==> config.mk <==
export PLATFORM = sky130hd
export DESIGN_NAME = demux2_stream
export DESIGN_NICKNAME = d
export VERILOG_FILES = /design/src/rtl/demux2_stream.sv
export SDC_FILE = /design/constraint.sdc
export NUM_CORES = 1
export LEC_CHECK = 0
export CAP_MARGIN = 20
export CORE_MARGIN = 1.5
export CORE_UTILIZATION = 30
export CTS_CLUSTER_SIZE = 10
export DETAILED_ROUTE_END_ITERATION = 16
export PLACE_DENSITY = 0.64
export REMOVE_ABC_BUFFERS = 1
export SLEW_MARGIN = 40
export SYNTH_ARGS = -nofsm -noshare
export SYNTH_HDL_FRONTEND = slang
export SYNTH_SLANG_ARGS = --single-unit
==> constraint.sdc <==
create_clock -name clk -period 2.8 [get_ports clk]
set_input_delay 0.28 -clock clk [delete_from_list [all_inputs] [get_ports clk]]
set_output_delay 0.28 -clock clk [all_outputs]
set_load 0.005 [all_outputs]
==> src/rtl/demux2_stream.sv <==
// rtl/demux2_stream.sv - two-way packet demultiplexer with per-port output registers and packet counters
//
// Steers each input packet (delimited by in_last) to out_1 or out_2. The
// destination is taken from in_sel on the first beat and held until the last
// beat. Each output has a one-entry register that drains independently of the
// other port, so a stalled port never blocks the other one.
//
// Ports:
//   clk, rst_n                     clock, asynchronous active-low reset
//   in_data/in_sel/in_last/in_valid  input beat, destination select, end of packet, beat present
//   in_ready                       input beat can be accepted this cycle
//   out_x_data/out_x_last/out_x_valid  registered beat for port x (x = 1, 2)
//   out_x_ready                    port x sink accepts
//   pkt_cnt_1, pkt_cnt_2           wrapping count of packets completed on each port

module demux2_stream #(
    parameter int WIDTH = 16
) (
    input  logic             clk,
    input  logic             rst_n,
    input  logic [WIDTH-1:0] in_data,
    input  logic             in_sel,
    input  logic             in_last,
    input  logic             in_valid,
    output logic             in_ready,
    output logic [WIDTH-1:0] out_1_data,
    output logic             out_1_last,
    output logic             out_1_valid,
    input  logic             out_1_ready,
    output logic [WIDTH-1:0] out_2_data,
    output logic             out_2_last,
    output logic             out_2_valid,
    input  logic             out_2_ready,
    output logic [15:0]      pkt_cnt_1,
    output logic [15:0]      pkt_cnt_2
);

    typedef enum logic [1:0] {
        IDLE    = 2'd0,
        ROUTE_1 = 2'd1,
        ROUTE_2 = 2'd2
    } state_e;

    state_e           state_q, state_d;
    logic [WIDTH-1:0] data_1_q, data_1_d, data_2_q, data_2_d;
    logic             last_1_q, last_1_d, last_2_q, last_2_d;
    logic             valid_1_q, valid_1_d, valid_2_q, valid_2_d;
    logic [15:0]      cnt_1_q, cnt_1_d, cnt_2_q, cnt_2_d;

    logic             target_2;
    logic             accept;
    logic             drain_1, drain_2;

    always_comb begin
        // Mid-packet the locked destination wins; in_sel only matters in IDLE.
        target_2 = (state_q == ROUTE_2) || ((state_q == IDLE) && in_sel);

        // Depends only on register state and sink ready, never on in_valid.
        in_ready = target_2 ? (!valid_2_q || out_2_ready)
                            : (!valid_1_q || out_1_ready);
        accept   = in_valid && in_ready;
        drain_1  = valid_1_q && out_1_ready;
        drain_2  = valid_2_q && out_2_ready;

        state_d   = state_q;
        data_1_d  = data_1_q;
        last_1_d  = last_1_q;
        valid_1_d = valid_1_q;
        data_2_d  = data_2_q;
        last_2_d  = last_2_q;
        valid_2_d = valid_2_q;
        cnt_1_d   = cnt_1_q;
        cnt_2_d   = cnt_2_q;

        if (accept) begin
            case (state_q)
                IDLE: begin
                    if (!in_last) begin
                        state_d = in_sel ? ROUTE_2 : ROUTE_1;
                    end
                end
                ROUTE_1, ROUTE_2: begin
                    if (in_last) begin
                        state_d = IDLE;
                    end
                end
                default: state_d = IDLE;
            endcase
        end

        // Load takes priority over drain so a simultaneous drain+load keeps
        // valid high with the new beat.
        if (accept && !target_2) begin
            data_1_d  = in_data;
            last_1_d  = in_last;
            valid_1_d = 1'b1;
        end else if (drain_1) begin
            valid_1_d = 1'b0;
        end

        if (accept && target_2) begin
            data_2_d  = in_data;
            last_2_d  = in_last;
            valid_2_d = 1'b1;
        end else if (drain_2) begin
            valid_2_d = 1'b0;
        end

        if (drain_1 && last_1_q) begin
            cnt_1_d = cnt_1_q + 16'd1;
        end
        if (drain_2 && last_2_q) begin
            cnt_2_d = cnt_2_q + 16'd1;
        end
    end

    always_ff @(posedge clk or negedge rst_n) begin
        if (!rst_n) begin
            state_q   <= IDLE;
            data_1_q  <= '0;
            last_1_q  <= 1'b0;
            valid_1_q <= 1'b0;
            data_2_q  <= '0;
            last_2_q  <= 1'b0;
            valid_2_q <= 1'b0;
            cnt_1_q   <= 16'd0;
            cnt_2_q   <= 16'd0;
        end else begin
            state_q   <= state_d;
            data_1_q  <= data_1_d;
            last_1_q  <= last_1_d;
            valid_1_q <= valid_1_d;
            data_2_q  <= data_2_d;
            last_2_q  <= last_2_d;
            valid_2_q <= valid_2_d;
            cnt_1_q   <= cnt_1_d;
            cnt_2_q   <= cnt_2_d;
        end
    end

    assign out_1_data  = data_1_q;
    assign out_1_last  = last_1_q;
    assign out_1_valid = valid_1_q;
    assign out_2_data  = data_2_q;
    assign out_2_last  = last_2_q;
    assign out_2_valid = valid_2_q;
    assign pkt_cnt_1   = cnt_1_q;
    assign pkt_cnt_2   = cnt_2_q;

endmodule

==> results.txt, run 1 <==
vias: 1,991
Total GRT Usage: 12.77%
Crit path required time: 2520 ps
Initial Utilization: 31.11%
Worst Min Path Start: pkt_cnt_1[15]$_DFFE_PN0P_
routed wire length: 6026 um
CP Cell Sequence: inv_1 > ha_1 > a21oi_2 > mux2_2 > clkdlybuf4s50_1
# rows: 35
Final Power: 0.003681 W
Buffers on Ports: 91
sequential share of the synthesized area: 60.66%
final antenna-violating net count: 0
core area: 9284 um^2
# setup viols final: 0
crit-path max cell delay: 480 ps
worst hold stages: 1
Arrival @ worst endpoint: 2020 ps
Synth Instances: 210
Worst-Skew Late Latency: 340 ps
wire length per cell: 13.54 um
Num Clock Sinks: 70
TritonCTS clock tree: yes
CP Class: register to primary output
reg2reg setup slack: 940 ps
Layout Nets: 338
Ports: 92
#FFs+latches synth: 70
Final Cycle Share: 82.27%
RSZ-0062 raised after global routing: no
Final Hold Viols: 0
layout cells sized above 1: 18.99%
H-tree depth: 3
first-pass GRT wire length: 10,110 um
antenna violations before repair: 0
synthesized area per cell: 13.75 um^2
Clock Skews: 10.03 ps
Slew Viols, Final: 0
max_cap viols: 0
worst slew pin tran: 624.9 ps
ant diodes: 0
CP Max Fanout: 4
number of remaining DRC errors: 0
FF-to-FF Start: state_q[0]$_DFFE_PN0P_
DIE HEIGHT: 101.1 um
Synth Cell Area: 2888 um^2
fin util: 44.61%
GP Congestion: 0.6985
share of Yosys cell area claimed by the top area cell type: 60.66%
largest net degree at the start of global routing: 71
status: finished clean
Max-slew headroom: 58.34%
number of CTS-inserted buffers: 9
Worst setup EP type: primary output
Horiz. Die Dim: 101.1 um
leading post-synthesis cells by cell area: dfrtp_1 61%, mux2_2 14%, xnor2_1 6.7%
DR pass1 iterations: 4
initial drt markers: 55
Fmax: 0.4341 GHz
area grow syn2layout: 43.41%
vias in the first global route: 2,090
RR Endpoint: state_q[0]$_DFFE_PN0P_
CP Launch Type: register
Vias/cell: 4.474
setup_tns: 0 ps
Synth area leader: dfrtp_1
Pwr Density: 888.8 nW/um^2
clk root buf: clkbuf_8
fillers: 883
Clk pin slew, worst setup/hold paths: 80 ps
die area: 10,220 um^2
slowest cell on the critical path: clkdlybuf4s50_1
dpl hpwl: 4214 um
worst vdd ir: 399.7 uV
FF-to-FF path depth: 6
Hold/Removal Path Class: register to register
total number of yosys warnings: 0
worst-case clock buffer depth: 2
fin crit period: 2303 ps
GR Overflow Total: 0
Lkg Pwr: 1.750 nW
Distinct cells, synth: 26
worst hold endpoint: pkt_cnt_1[15]$_DFFE_PN0P_
## metrics by stage
stage	area, um^2	hold WS [ps]	setup WS [ps]	cells
final	4141	470.6	496.5	445
after global routing	4141	494.8	393.1	445
after CTS	4141	474.8	478.5	445
after detailed placement	3945	340.3	728.8	428
after global placement	3941	461.2	741.2	428
after floorplan	2864	-15.59	1055	207
## worst max-delay path, delay by kind of cell, from the launching register on
family                   cells  cell delay (ps)
multiplexers                 1              350
adder cells (fa/ha/maj)      1              230
AO/OA/AOI/OAI                1              210
flip-flops                   1              350
buffers and inverters        2              540
## power by group
group | switching [W] | internal (W)
Sequential | 0.000225 | 0.00134
Clock | 0.000381 | 0.000372
Combinational | 0.000446 | 0.000917
## final cells by class
| type | count | area, um^2 | area share (%) |
|---|---|---|---|
| timing repair buffer | 93 | 929.6 | 22.45 |
| clock inverter | 4 | 31.28 | 0.7553 |
| multi-input combinational | 134 | 1101 | 26.59 |
| sequential | 70 | 1752 | 42.30 |
| tap | 129 | 161.4 | 3.897 |
| inverter | 3 | 11.26 | 0.2719 |
| clock buffer | 12 | 155.1 | 3.746 |
## placed cells by master, fill, tap and decap left out
master / n
clkdlybuf4s50_1: 90
dfrtp_1: 70
mux2_2: 36
xnor2_1: 22
nand2_1: 18
nand4_1: 11
clkbuf_8: 11
xor2_1: 8
nand3_1: 8
nor2_1: 5
and3_1: 4
ha_1: 4
inv_1: 3
nand2b_1: 3
clkinvlp_4: 3
nor4_2: 2
nor3_1: 2
mux2i_1: 2
and4_1: 2
a21oi_2: 1
or2_2: 1
nand3_2: 1
nand3b_4: 1
nor2b_1: 1
a221o_1: 1
nor3_2: 1
clkbuf_1: 1
clkinv_4: 1
dlygate4sd3_1: 1
buf_6: 1
buf_4: 1
## kinds of logic after synthesis
| logic type | synth area share [%] |
|---|---|
| flops | 60.66 |
| simple gates | 11.92 |
| mux | 14.73 |
| xor+xnor | 9.099 |
| buf+inv | 1.213 |
| fa+ha+maj | 1.733 |
| compound gates | 0.6500 |
## worst max-delay path by stage
stage,start,slack (ps),to
global route,state_q[1]$_DFFE_PN0P_,390,in_ready
global placement,in_sel,740,in_ready
floorplan,state_q[0]$_DFFE_PN0P_,1060,state_q[0]$_DFFE_PN0P_
finish,state_q[1]$_DFFE_PN0P_,500,in_ready
CTS,state_q[1]$_DFFE_PN0P_,480,in_ready
detailed placement,in_sel,730,in_ready
## registers in the layout (all words and copies together) (netlist names)
signal	cells
out_1_data	16
out_1_last	1
out_1_valid	1
out_2_data	16
out_2_last	1
out_2_valid	1
pkt_cnt_1	16
pkt_cnt_2	16
state_q	2
## cell usage after synthesis
cell,n
dfrtp_1,70
mux2_2,36
xnor2_1,22
nand2_1,18
nand4_1,11
nand3_1,8
xor2_1,8
nor2_1,5
and3_1,4
ha_1,4
inv_1,3
nand2b_1,3
and4_1,2
mux2i_1,2
nor3_1,2
nor4_2,2
a21oi_2,1
a221o_1,1
buf_2,1
buf_4,1
buf_6,1
nand3_2,1
nand3b_4,1
nor2b_1,1
nor3_2,1
or2_2,1
## per-layer routing
layer	part of all wire, %	global-route usage (%)	vias to the layer above
li1	-	-	932
met1	43	15.05	991
met2	48	20.34	63
met3	8.0	5.617	5
met4	0.90	5.449	0
met5	0	0	-
## timing repair
action	in CTS	in global routing
hold buffers	1	0
resized for setup	0	0
setup endpoints to repair	0	0
buffers inserted	0	0
hold endpoints to repair	70	0
Power figures use the tool's default switching activity.
==> run 2, diff against run 1 <==
==> constraint.sdc (replaced) <==
create_clock -name clk -period 2.2 [get_ports clk]
set_input_delay 0.22 -clock clk [delete_from_list [all_inputs] [get_ports clk]]
set_output_delay 0.22 -clock clk [all_outputs]
set_load 0.005 [all_outputs]
==> results.txt, run 2 (synthesis gave the netlist of run 1 again) <==
status: finished clean (unchanged)
Max-slew headroom: 65.38% (was 58.34%)
vias in the first global route: 2,055 (was 2,090)
worst vdd ir: 486.7 uV (was 399.7 uV)
number of CTS-inserted buffers: 9 (unchanged)
Clk pin slew, worst setup/hold paths: 70 ps (was 80 ps)
fin crit period: 2004 ps
met3 GRT Util: 7.004% (was 5.617%)
initial drt markers: 22 (was 55)
Worst-Skew Late Latency: 330 ps (was 340 ps)
pre-CTS setup slack: 239.4 ps (was 728.8 ps)
vias: 1,968 (was 1,991)
Lkg Pwr: 1.773 nW (was 1.750 nW)
area grow syn2layout: 43.85% (was 43.41%)
# setup viols final: 0 (unchanged)
Crit path required time: 1980 ps (was 2520 ps)
Num Clock Sinks: 70 (unchanged)
setup ws final: 195.6 ps (was 496.5 ps)
fillers: 921 (was 883)
antenna violations before repair: 0 (unchanged)
commonest non-fill, non-tap cells in the layout: 89 x clkdlybuf4s50_1, 70 x dfrtp_1, 36 x mux2_2, 22 x xnor2_1, 18 x nand2_1 (was 90 x clkdlybuf4s50_1, 70 x dfrtp_1, 36 x mux2_2, 22 x xnor2_1, 18 x nand2_1)
gr busiest metal: met2 (unchanged)
ant diodes: 0 (unchanged)
worst-case clock buffer depth: 2 (unchanged)
Total GRT Usage: 12.51% (was 12.77%)
post-route cell area: 4154 um^2 (was 4141 um^2)
Initial Utilization: 31.11% (unchanged)
met1 usage: 14.88% (was 15.05%)
first-pass GRT wire length: 9970 um (was 10,110 um)
Ports: 92 (unchanged)
die area: 10,220 um^2 (unchanged)
H-tree depth: 3 (unchanged)
Hold/Removal Path Class: input port to asynchronous set/reset pin (was register to register)
Worst path depth: 5 (unchanged)
GP Congestion: 0.7171 (was 0.6985)
Horiz. Die Dim: 101.1 um (unchanged)
cell family with most CP delay: flip-flops (was buffers and inverters)
Vias/cell: 4.403 (was 4.474)
GR Overflow Total: 0 (unchanged)
FF-to-FF path depth: 7 (was 6)
TritonCTS clock tree: yes (unchanged)
max_cap viols: 0 (unchanged)
Pwr Density: 1124 nW/um^2 (was 888.8 nW/um^2)
RSZ-0062 raised after global routing: no (unchanged)
commonest non-fill, non-tap cell in the layout: clkdlybuf4s50_1 (unchanged)
CP Class: register to primary output (unchanged)
final antenna-violating net count: 0 (unchanged)
CP Cell Sequence: inv_1 > ha_1 > a21oi_2 > mux2_2 > dlygate4sd2_1 (was inv_1 > ha_1 > a21oi_2 > mux2_2 > clkdlybuf4s50_1)
DP Area: 3964 um^2 (was 3945 um^2)
Final Cycle Share: 91.11%
met2 GRT Util: 19.72% (was 20.34%)
Buf+Inv Stages, Crit Path: 2 (unchanged)
wire length per cell: 13.28 um (was 13.54 um)
DR pass1 iterations: 4 (unchanged)
number of remaining DRC errors: 0 (unchanged)
Clock Skews: 7.659 ps (was 10.03 ps)
clk root buf: clkbuf_8 (unchanged)
largest net degree at the start of global routing: 41 (was 71)
worst slew pin tran: 515.3 ps (was 624.9 ps)
Fmax: 0.4989 GHz
slowest cell on the critical path: dfrtp_1 (was clkdlybuf4s50_1)
CP Max Fanout: 4 (unchanged)
# rows: 35 (unchanged)
dpl hpwl: 4227 um (was 4214 um)
crit-path max cell delay: 350 ps (was 480 ps)
final hold slack: 394.1 ps (was 470.6 ps)
setup_tns: 0 ps (unchanged)
DIE HEIGHT: 101.1 um (unchanged)
Slew Viols, Final: 0 (unchanged)
Final Hold Viols: 0 (unchanged)
layout cells sized above 1: 19.50% (was 18.99%)
Layout Nets: 342 (was 338)
core area: 9284 um^2 (unchanged)
Arrival @ worst endpoint: 1780 ps (was 2020 ps)
Worst setup EP type: primary output (unchanged)
routed wire length: 5938 um (was 6026 um)
Buffers on Ports: 91 (unchanged)
CP Launch Type: register (unchanged)
run 2: repair_timing:
item / 4_1_cts / 5_1_grt
endpoints found under the setup margin: 1 / 0
hold buffers: 1 / 0
setup buffers: 1 / 0
endpoints found under the hold margin: 38 / 0
gates resized for setup: 1 / 0
run 2: layout make-up:
type	count	area [um^2]	share of cell area [%]
clock inverters	1	5.005	0.1205
multi-input cells	134	1101	26.51
inverters	3	11.26	0.2711
well taps	129	161.4	3.886
repair buffers	97	954.7	22.98
clock buffers	13	168.9	4.066
flip-flops and latches	70	1752	42.17
run 2: routing by layer:
| metal | vias to the layer above | share of wire, % |
|---|---|---|
| met2 | 64 | 46 |
| met5 | - | 0 |
| met4 | 0 | 0.93 |
| met3 | 6 | 8.5 |
| li1 | 934 | - |
| met1 | 964 | 44 |
run 2: path summary, 6_finish.rpt:
| path | from | to | slack, ps |
|---|---|---|---|
| worst max register to register | state_q[1]$_DFFE_PN0P_ | out_2_data[15]$_DFFE_PN0P_ | 350 |
| max in group asynchronous | rst_n | pkt_cnt_1[12]$_DFFE_PN0P_ | 1190 |
| worst max-delay path | state_q[1]$_DFFE_PN0P_ | in_ready | 200 |
| worst min-delay path | rst_n | pkt_cnt_1[10]$_DFFE_PN0P_ | 390 |
| worst min register to register | pkt_cnt_1[15]$_DFFE_PN0P_ | pkt_cnt_1[15]$_DFFE_PN0P_ | 470 |
| min in group clk | pkt_cnt_1[15]$_DFFE_PN0P_ | pkt_cnt_1[15]$_DFFE_PN0P_ | 470 |
run 2: per-stage QoR:
| step | power, W | std cells | utilization, % |
|---|---|---|---|
| 5_1_grt | 0.004993 | 447 | 44.74 |
| 6_report | 0.004670 | 447 | 44.74 |
| 4_1_cts | 0.004770 | 447 | 44.74 |
| 2_1_floorplan | 0.002688 | 207 | - |
| 3_5_place_dp | 0.003775 | 431 | 42.70 |
| 3_3_place_gp | 0.003752 | 431 | 42.70 |
run 2: power by group:
| part | switching (W) | total [W] | internal (W) |
|---|---|---|---|
| clock | 0.000448 | 0.000937 | 0.000489 |
| combinational | 0.000565 | 0.00175 | 0.00118 |
| sequential | 0.000280 | 0.00199 | 0.00171 |
| total | 0.00129 | 0.00467 | 0.00338 |
